`config.mk`:
```
export PLATFORM = sky130hd
export DESIGN_NAME = rr_mux_arbiter
export DESIGN_NICKNAME = d
export VERILOG_FILES = /design/src/rtl/rr_arb_pkg.sv /design/src/rtl/rr_mux_arbiter_mux_nx1.sv /design/src/rtl/rr_mux_arbiter.sv
export SDC_FILE = /design/constraint.sdc
export NUM_CORES = 1
export LEC_CHECK = 0
export CAP_MARGIN = 20
export CORE_ASPECT_RATIO = 2
export CORE_UTILIZATION = 35
export CTS_CLUSTER_DIAMETER = 100
export DETAILED_ROUTE_END_ITERATION = 8
export PLACE_DENSITY = 0.84
export SYNTH_ARGS = -nofsm -noshare
export SYNTH_HDL_FRONTEND = slang
export SYNTH_SLANG_ARGS = --single-unit
```
`constraint.sdc`:
```
create_clock -name clk -period 2.4 [get_ports clk]
set_clock_uncertainty 0.1 [all_clocks]
set_input_delay 0.24 -clock clk [delete_from_list [all_inputs] [get_ports clk]]
set_output_delay 0.24 -clock clk [all_outputs]
set_load 0.05 [all_outputs]
```
`src/rtl/rr_arb_pkg.sv`:
```
// rr_arb_pkg: shared state encoding and select-width helper for the round-robin mux arbiter.
package rr_arb_pkg;

    typedef enum logic {IDLE, GRANT} state_t;

    function automatic int sel_w(input int n);
        return (n <= 2) ? 1 : $clog2(n);
    endfunction

endpackage

```
`src/rtl/rr_mux_arbiter_mux_nx1.sv`:
```
// mux_nx1: combinational N:1 word select from a packed requester data bus.
module mux_nx1
    import rr_arb_pkg::*;
#(
    parameter int N = 4,
    parameter int W = 8,
    localparam int SEL_W = sel_w(N)
) (
    input  logic [N*W-1:0]   data_in,
    input  logic [SEL_W-1:0] sel,
    output logic [W-1:0]     data_out
);

    always_comb begin
        data_out = data_in[W-1:0];
        for (int i = 1; i < N; i++)
            if (sel == SEL_W'(i)) data_out = data_in[i*W +: W];
    end

endmodule

```
`src/rtl/rr_mux_arbiter.sv`:
```
// rr_mux_arbiter: round-robin arbiter sharing one N:1 mux, with a per-grant
// transfer limit and a dead IDLE cycle between consecutive grants.
module rr_mux_arbiter
    import rr_arb_pkg::*;
#(
    parameter int N = 4,
    parameter int W = 8,
    parameter int MAX_HOLD = 4,
    localparam int SEL_W = sel_w(N),
    localparam int CNT_W = $clog2(MAX_HOLD + 1)
) (
    input  logic             clk,
    input  logic             rst,
    input  logic [N-1:0]     req,
    input  logic [N*W-1:0]   data_in,
    input  logic             out_ready,
    output logic [N-1:0]     gnt,
    output logic [SEL_W-1:0] sel,
    output logic [W-1:0]     data_out,
    output logic             out_valid,
    output logic             busy
);

    state_t           state;
    logic [SEL_W-1:0] ptr, pick, nxt;
    logic [SEL_W:0]   sum;
    logic [CNT_W-1:0] hold_cnt;
    logic             xfer, release_now;

    // Scan from the farthest offset down so the nearest requester at or after ptr wins.
    always_comb begin
        pick = ptr;
        sum  = '0;
        for (int k = N - 1; k >= 0; k--) begin
            sum = {1'b0, ptr} + (SEL_W+1)'(k);
            if (sum >= (SEL_W+1)'(N)) sum = sum - (SEL_W+1)'(N);
            if (req[sum[SEL_W-1:0]]) pick = sum[SEL_W-1:0];
        end
    end

    assign busy        = state == GRANT;
    assign out_valid   = busy & req[sel];
    assign xfer        = out_valid & out_ready;
    assign nxt         = (sel == SEL_W'(N - 1)) ? '0 : sel + SEL_W'(1);
    assign release_now = !req[sel] || (xfer && hold_cnt == CNT_W'(MAX_HOLD - 1));

    always_ff @(posedge clk or posedge rst) begin
        if (rst) begin
            state    <= IDLE;
            gnt      <= '0;
            sel      <= '0;
            ptr      <= '0;
            hold_cnt <= '0;
        end else if (state == IDLE) begin
            if (|req) begin
                state    <= GRANT;
                gnt      <= N'(1) << pick;
                sel      <= pick;
                hold_cnt <= '0;
            end
        end else if (release_now) begin
            state    <= IDLE;
            gnt      <= '0;
            ptr      <= nxt;
            hold_cnt <= '0;
        end else if (xfer) begin
            hold_cnt <= hold_cnt + CNT_W'(1);
        end
    end

    mux_nx1 #(.N(N), .W(W)) u_mux (
        .data_in (data_in),
        .sel     (sel),
        .data_out(data_out)
    );

endmodule

```
==> results of run 1 <==
layer usage:
layer  global-route usage  routed length (um)  vias to the layer above
met2                0.405                1680                       62
li1                     -                   -                      498
met5                    0                   0                        -
met3               0.0526                 303                        2
met4               0.0586                  14                        0
met1                0.184                1040                      466
power by group:
| group | total, mW | internal, mW | switching (mW) |
|---|---|---|---|
| logic | 1.86 | 0.745 | 1.12 |
| clock network | 0.177 | 0.110 | 0.0669 |
| registers | 0.381 | 0.285 | 0.0954 |
worst register-to-register path, stage by stage, from the launching register on:
cell and delay [ns]:
dfrtp_1 0.46, mux4_2 0.61, a21boi_4 0.22, mux2_1 0.34
synth_stat cells, types with 2 or more instances:
master	n
a21o_1	2
a21oi_1	11
a22o_1	3
clkbuf_1	3
dfrtp_1	12
ha_1	5
inv_1	6
mux2_2	2
mux2i_1	8
nand2_1	11
nor2_1	12
nor2b_1	4
o21ai_0	6
o21ai_1	4
registers in the layout (all words and copies together), names as in the netlist:
name,cells
sel,2
busy,1
ptr,2
hold_cnt,3
gnt,4
cell type report:
class,instances,share of cell area
inverter,6,0.0139
sequential,12,0.185
tap,28,0.0216
multi-input combinational,87,0.400
timing repair buffer,55,0.354
clock buffer,3,0.0254
worst max path at each step:
stage / startpoint / end / depth (start not counted)
floorplan: sel[1] / data_out[0] / 5
global placement: req[3] / ptr[0] / 4
detailed placement: sel[1] / data_out[1] / 7
CTS: sel[0] / data_out[1] / 6
global route: sel[1] / data_out[3] / 7
finish: sel[1] / data_out[1] / 7
repair_timing:
| action | 4_1_cts | 5_1_grt |
|---|---|---|
| gates resized for setup | 1 | 1 |
| buffers inserted | 0 | 0 |
| endpoints found under the setup margin | 1 | 2 |
| hold buffers | 0 | 0 |
through the flow:
step	setup slack, ns	cell area (sq um)
after floorplan	-0.158	983
after global placement	0.318	1580
after detailed placement	0.235	1580
after CTS	0.0897	1620
after global routing	0.0170	1620
final	0.147	1620
cell families (layout without fill, tap and decap cells):
family / count (synthesis) / after routing
muxes: 12 / 12
adders and majority gates: 5 / 5
buffers and inverters: 10 / 64
and+or+nand+nor: 34 / 34
AOI/OAI and AO/OA: 36 / 36
DFF: 12 / 12
==> results.txt, run 1 <==
Final min period - 2.25 ns
Buffers on Ports - 54
CTS Root Cell - clkbuf_8
Pwr dens - 1490 nW/um^2
Synth unique cells - 34
R2R Path Start - sel[0]
IR Drop Worst-Case VDD - 0.917 mV
Vias in the first global route - 1060
First-pass GRT wire length - 4.47 mm
Slew margin rel. - 0.589
Core box area - 2570 sq um
Synth top area share - 0.314
Die Width - 39.0 um
Worst Tran Pin Value - 0.616 ns
CP Cell Sequence - inv_1 > ha_2 > mux2i_1 > nor2_1 > a21oi_1 > o21ai_2 > buf_4
Setup crit start kind - flip-flop
# IOs - 55
Mean Syn Cell Area - 8.78 sq um
Layout cells sized above 1 - 0.196
Fraction of the mapped netlist area in compound gates - 0.264
Row count - 26
N_diodes - 0
Max incr delay on CP - 0.44 ns
Via Count - 1028
H-Tree Level Count - 1
Cells after synthesis - 109
Largest net degree at the start of global routing - 17
Fillcell total - 223
Worst path top cell family by delay - flip-flops
Starting Density - 0.372
CP max FO - 8
DP HPWL - 2.45 mm
Max-cap violations - 0
Num CTS Buffers - 3
Final Cycle Share - 0.939
Area of the multi-input gates - 649 sq um
Critical R2R Capture - ptr[0]
GP Congestion - 0.758
Static Leak - 0.694 nW
Synth top area cells - dfrtp_1 31%, mux2i_1 8.4%, ha_1 6.5%, a21oi_1 5.8%, nor2_1 4.7%
Commonest non-fill, non-tap cell in the layout - clkdlybuf4s50_1
Mux cell area share after synthesis - 0.142
Crit path buf inv count - 2
Final hold slack - 0.217 ns
Number of synthesized flops with an enable pin - 0
Worst skew pair latency - 0.23 ns
Area grow syn2layout - 69.7%
Area leader, netlist - dfrtp_1
HP Class - input port to asynchronous set/reset pin
Fin cells - 191
Initial drt markers - 26
R2r setup slk - 0.56 ns
Syn Std Cell Area - 957 sq um
CTS tree - done
Final setup fails - 0
FF/Latch Area - 300 sq um
Largest family of logic cells by synthesized area - compound AO/OA/AOI/OAI gates
FFs w/ async S/R, synth - 1.00
Post-Synth Adder-Cell Area - 0.0654
Max clock buf depth - 2
R2R depth - 3
Status - complete, no violations
CP Capture Type - output pin
CTS Sinks - 12
Nets - 209
Placed cell count - 188
Simple logic cell fraction of the synthesized area - 0.174
Critical path type - flip-flop to output pin
Fin Setup TNS - 0 ns
Final Hold Fails - 0
Most frequent cells in the layout - 45 x clkdlybuf4s50_1, 12 x nor2_1, 12 x dfrtp_1
Via density - 5.38
Synth Flop Type - dfrtp_1
GRT Total Usage - 0.208
Yosys warning count - 0
Critical-path cell with the highest stage delay - dfrtp_1
Clock slew at reported path FFs - 0.05 ns
WP data required - 2.06 ns
Die H - 76.0 um
Max Freq - 444 MHz
Final core utilization - 0.632
RSZ-0062 raised after global routing - no
Routed Wire Length - 3.04 mm
Power, Total - 2.42 mW
GRT Residual Overflow - 0
1st-pass router iterations - 4
Net Count, Synth - 153
Initial antenna violation count - 0
Sequential fraction of the synthesis area - 0.314
CP Data Arrival Time - 1.91 ns
FF+latch count, synth - 12
DRT antenna net count - 0
XOR/XNOR Fraction of Synth Area - 0
# DRC - 0
Die Footprint - 2960 sq um
Fin. max-slew vios - 0
Wire per inst - 15.9 um
Power figures use the tool's default switching activity.
==> run 2: changes to the inputs <==
--- a/config.mk
+++ b/config.mk
@@ -6,11 +6,14 @@
 export NUM_CORES = 1
 export LEC_CHECK = 0
 export CAP_MARGIN = 20
+export CELL_PAD_IN_SITES_DETAIL_PLACEMENT = 0
+export CELL_PAD_IN_SITES_GLOBAL_PLACEMENT = 1
 export CORE_ASPECT_RATIO = 2
-export CORE_UTILIZATION = 35
+export CORE_MARGIN = 2
+export CORE_UTILIZATION = 26
 export CTS_CLUSTER_DIAMETER = 100
 export DETAILED_ROUTE_END_ITERATION = 8
-export PLACE_DENSITY = 0.84
+export PLACE_DENSITY = 0.88
 export SYNTH_ARGS = -nofsm -noshare
 export SYNTH_HDL_FRONTEND = slang
 export SYNTH_SLANG_ARGS = --single-unit
==> constraint.sdc (replaced) <==
create_clock -name clk -period 2.5 [get_ports clk]
set_clock_uncertainty 0.1 [all_clocks]
set_input_delay 0.25 -clock clk [delete_from_list [all_inputs] [get_ports clk]]
set_output_delay 0.25 -clock clk [all_outputs]
set_load 0.05 [all_outputs]
==> results.txt, run 2 (synthesis results as in run 1) <==
Max-cap violations - 0
Power, Total - 2.33 mW
Final Hold Fails - 0
Wire per inst - 14.7 um
Area grow syn2layout - 72.3%
Commonest non-fill, non-tap cell in the layout - clkdlybuf4s50_1
CP max FO - 16
Final Cycle Share - 0.930
Largest net degree at the start of global routing - 17
Dpl ws - 0.292 ns
Combinational group share of total power - 0.753
Psw - 1.24 mW
Buffers on Ports - 54
Initial drt markers - 19
Final min period - 2.32 ns
1st-pass router iterations - 4
H-Tree Level Count - 1
Most frequent cells in the layout - 45 x clkdlybuf4s50_1, 12 x nor2_1, 12 x dfrtp_1
# IOs - 55
Nets - 209
Critical path type - flip-flop to output pin
Via Count - 1043
CP Capture Type - output pin
Die Footprint - 4210 sq um
WP data required - 2.15 ns
Final Cell Area - 1650 sq um
GRT Total Usage - 0.150
CTS Root Cell - clkbuf_8
Status - complete, no violations
Worst skew pair latency - 0.25 ns
GRT Residual Overflow - 0
Layout cells sized above 1 - 0.195
Power Internal - 1.09 mW
Row count - 31
DP HPWL - 2.55 mm
Final setup fails - 0
Fin. max-slew vios - 0
R2R depth - 4
GP Congestion - 0.857
CTS Sinks - 12
Largest register FFs - 4
R2R Path Start - sel[0]
Critical R2R Capture - ptr[0]
Num CTS Buffers - 3
Sw Ratio - 0.531
Final hold slack - 0.208 ns
Pwr dens - 1420 nW/um^2
CTS resizes - 0
Via density - 4.90
Starting Density - 0.268
Die Width - 46.9 um
Max Freq - 430 MHz
Biggest registers after layout - gnt (4), hold_cnt (3)
First-pass GRT wire length - 4.71 mm
Setup crit start kind - flip-flop
Final WS setup - 0.175 ns
DP Area - 1590 sq um
Clk pwr share - 0.094
HP Class - input port to asynchronous set/reset pin
CTS tree - done
Register with the most flip-flops - gnt
RSZ-0062 raised after global routing - no
R2r setup slk - 0.68 ns
Die H - 89.8 um
Clock slew at reported path FFs - 0.05 ns
Sequential share of power - 0.154
Max clock buf depth - 2
Final core utilization - 0.462
Core box area - 3570 sq um
IR Drop Worst-Case VDD - 0.744 mV
N_diodes - 0
Initial antenna violation count - 0
DRT antenna net count - 0
Vias in the first global route - 1082
Hold buffers post-CTS - 0
Routed Wire Length - 3.14 mm
CP Data Arrival Time - 1.97 ns
Setup bufs post-CTS - 0
Worst Tran Pin Value - 0.624 ns
Slew margin rel. - 0.584
# DRC - 0
Fillcell total - 349
Static Leak - 0.699 nW
-- run 2: cell types whose count changed in the layout (fill, tap and decap cells not counted), sizes merged --
cell    previous run  this run
clkbuf             3         4
-- run 2: area by class of cell --
cell class	instances	area, sq um	share of cell area
multi-input combinational	87	647	0.392
timing repair buffer	55	563	0.341
sequential	12	300	0.182
tap	49	61.3	0.0372
clock buffer	4	55.1	0.0334
inverter	6	22.5	0.0137
-- run 2: critical path, cell delays in order (launching register included) --
cell	delay (ns)
dfrtp_1	0.44
inv_1	0.11
ha_1	0.47
nor2_1	0.11
a21oi_1	0.31
o21ai_2	0.07
buf_4	0.21
-- run 2: power groups by stage --
stage                     combinational (mW)  sequential (mW)  clock (mW)
after floorplan                         1.00            0.520           0
after global placement                  1.75            0.355           0
after detailed placement                1.76            0.363           0
after CTS                               1.77            0.360       0.221
after global routing                    1.86            0.374       0.228
final                                   1.76            0.359       0.218
-- run 2: worst max path at each step --
stage                     startpoint           to  slack (ns)  cells after the start
after floorplan               sel[1]  data_out[0]       -0.07                      5
after global placement        sel[1]  data_out[3]        0.38                      7
after detailed placement      sel[1]  data_out[3]        0.29                      7
after CTS                     sel[1]  data_out[3]        0.03                      7
after global routing          sel[0]  data_out[3]        0.05                      6
final                         sel[0]  data_out[3]        0.18                      6
-- run 2: metal layers --
layer | global-route usage | part of all wire
met2 | 0.273 | 0.52
met4 | 0.0602 | 0.019
met1 | 0.147 | 0.34
met5 | 0 | 0
met3 | 0.0341 | 0.12
-- run 2: per-stage QoR --
stage / instances / TNS (ns)
CTS: 213 / 0
detailed placement: 209 / 0
global placement: 209 / 0
global route: 213 / 0
floorplan: 109 / -0.0678
finish: 213 / 0
==> run 3: changes to the inputs <==
--- a/config.mk
+++ b/config.mk
@@ -9,10 +9,11 @@
 export CELL_PAD_IN_SITES_DETAIL_PLACEMENT = 0
 export CELL_PAD_IN_SITES_GLOBAL_PLACEMENT = 1
 export CORE_ASPECT_RATIO = 2
-export CORE_MARGIN = 2
+export CORE_MARGIN = 1.5
 export CORE_UTILIZATION = 26
 export CTS_CLUSTER_DIAMETER = 100
 export DETAILED_ROUTE_END_ITERATION = 8
+export GPL_ROUTABILITY_DRIVEN = 0
 export PLACE_DENSITY = 0.88
 export SYNTH_ARGS = -nofsm -noshare
 export SYNTH_HDL_FRONTEND = slang
==> results.txt, run 3 (synthesis results as in run 1) <==
R2R Path Start - sel[0]
CP Capture Type - output pin
Routed Wire Length - 3.12 mm
First-pass GRT wire length - 4.35 mm
Final Hold Fails - 0
Commonest non-fill, non-tap cell in the layout - clkdlybuf4s50_1
CTS Sinks - 12
Final Cycle Share - 0.921
Worst skew pair latency - 0.24 ns
H-Tree Level Count - 1
Buffers on Ports - 54
Die H - 88.8 um
CP max FO - 8
R2r setup slk - 0.67 ns
Pwr dens - 1410 nW/um^2
Clock slew at reported path FFs - 0.05 ns
Final Cell Area - 1660 sq um
Starting Density - 0.268
Die Footprint - 4080 sq um
N_diodes - 0
Fin. max-slew vios - 0
Row count - 31
Nets - 210
Max Freq - 434 MHz
DRT antenna net count - 0
Final WS setup - 0.198 ns
# IOs - 55
Num CTS Buffers - 3
Fin cells - 214
Final min period - 2.30 ns
Layout cells sized above 1 - 0.200
WP data required - 2.15 ns
Most frequent cells in the layout - 45 x clkdlybuf4s50_1, 12 x nor2_1, 12 x dfrtp_1
Worst Tran Pin Value - 0.651 ns
Register with the most flip-flops - gnt
Largest net degree at the start of global routing - 18
HP Class - input port to asynchronous set/reset pin
Area grow syn2layout - 73.1%
Core box area - 3570 sq um
Fillcell total - 371
DP HPWL - 2.65 mm
Critical R2R Capture - ptr[0]
Max incr delay on CP - 0.43 ns
# DRC - 0
Power, Total - 2.34 mW
GRT Total Usage - 0.149
Final setup fails - 0
Die Width - 45.9 um
Hold buffers post-CTS - 0
Setup crit start kind - flip-flop
R2R depth - 3
CTS Root Cell - clkbuf_8
Placed cell count - 210
Critical-path cell with the highest stage delay - dfrtp_1
DP Area - 1600 sq um
Via Count - 999
Largest register FFs - 4
CP Cell Sequence - inv_1 > ha_2 > mux2i_1 > nor2_1 > a21oi_1 > o21ai_2 > buf_4
Crit path buf inv count - 2
Max clock buf depth - 2
RSZ-0062 raised after global routing - no
Critical path type - flip-flop to output pin
Slew margin rel. - 0.566
Status - complete, no violations
Biggest registers after layout - gnt (4), hold_cnt (3)
Static Leak - 0.704 nW
CTS tree - done
Initial drt markers - 23
IR Drop Worst-Case VDD - 0.898 mV
GRT Residual Overflow - 0
Fin Setup TNS - 0 ns
1st-pass router iterations - 4
Dpl ws - 0.264 ns
CP Data Arrival Time - 1.95 ns
Worst path top cell family by delay - flip-flops
Max-cap violations - 0
Vias in the first global route - 978
Setup bufs post-CTS - 0
Wire per inst - 14.6 um
Initial antenna violation count - 0
Via density - 4.67
==> run 3: layout make-up <==
class / count / area (sq um) / share of cell area
sequential: 12 / 300 / 0.181
tap: 49 / 61.3 / 0.0370
multi-input combinational: 87 / 647 / 0.390
inverter: 6 / 22.5 / 0.0136
clock buffer: 4 / 55.1 / 0.0332
timing repair buffer: 56 / 571 / 0.344
==> run 3: metal layers <==
metal / part of all wire / global-route usage / routed length, um / up-vias
li1: - / - / - / 500
met1: 0.34 / 0.131 / 1050 / 440
met2: 0.55 / 0.312 / 1730 / 57
met3: 0.099 / 0.0204 / 308 / 2
met4: 0.010 / 0.0390 / 32 / 0
met5: 0 / 0 / 0 / -
==> run 3: per-stage QoR <==
step,util,hold slack (ns)
after floorplan,-,0.0147
after global placement,0.448,0.379
after detailed placement,0.448,0.393
after CTS,0.464,0.232
after global routing,0.464,0.269
final,0.464,0.219
==> run 3: timing repair <==
item	in CTS	in global routing
hold endpoints to repair	0	0
setup endpoints to repair	1	0
gates resized for setup	1	0
==> run 3: worst max-delay path by stage <==
stage	slack [ns]	from	endpoint	depth (start not counted)
floorplan	-0.07	sel[1]	data_out[0]	5
global route	0.06	sel[0]	data_out[5]	6
CTS	0.15	sel[1]	data_out[1]	7
finish	0.20	sel[1]	data_out[1]	7
global placement	0.37	sel[1]	data_out[1]	7
detailed placement	0.26	sel[1]	data_out[1]	7
==> run 3: power by group <==
part	total, mW	internal (mW)	switching [mW]
combinational	1.77	0.687	1.08
clock	0.210	0.139	0.0707
sequential	0.359	0.274	0.0856
total	2.34	1.10	1.24
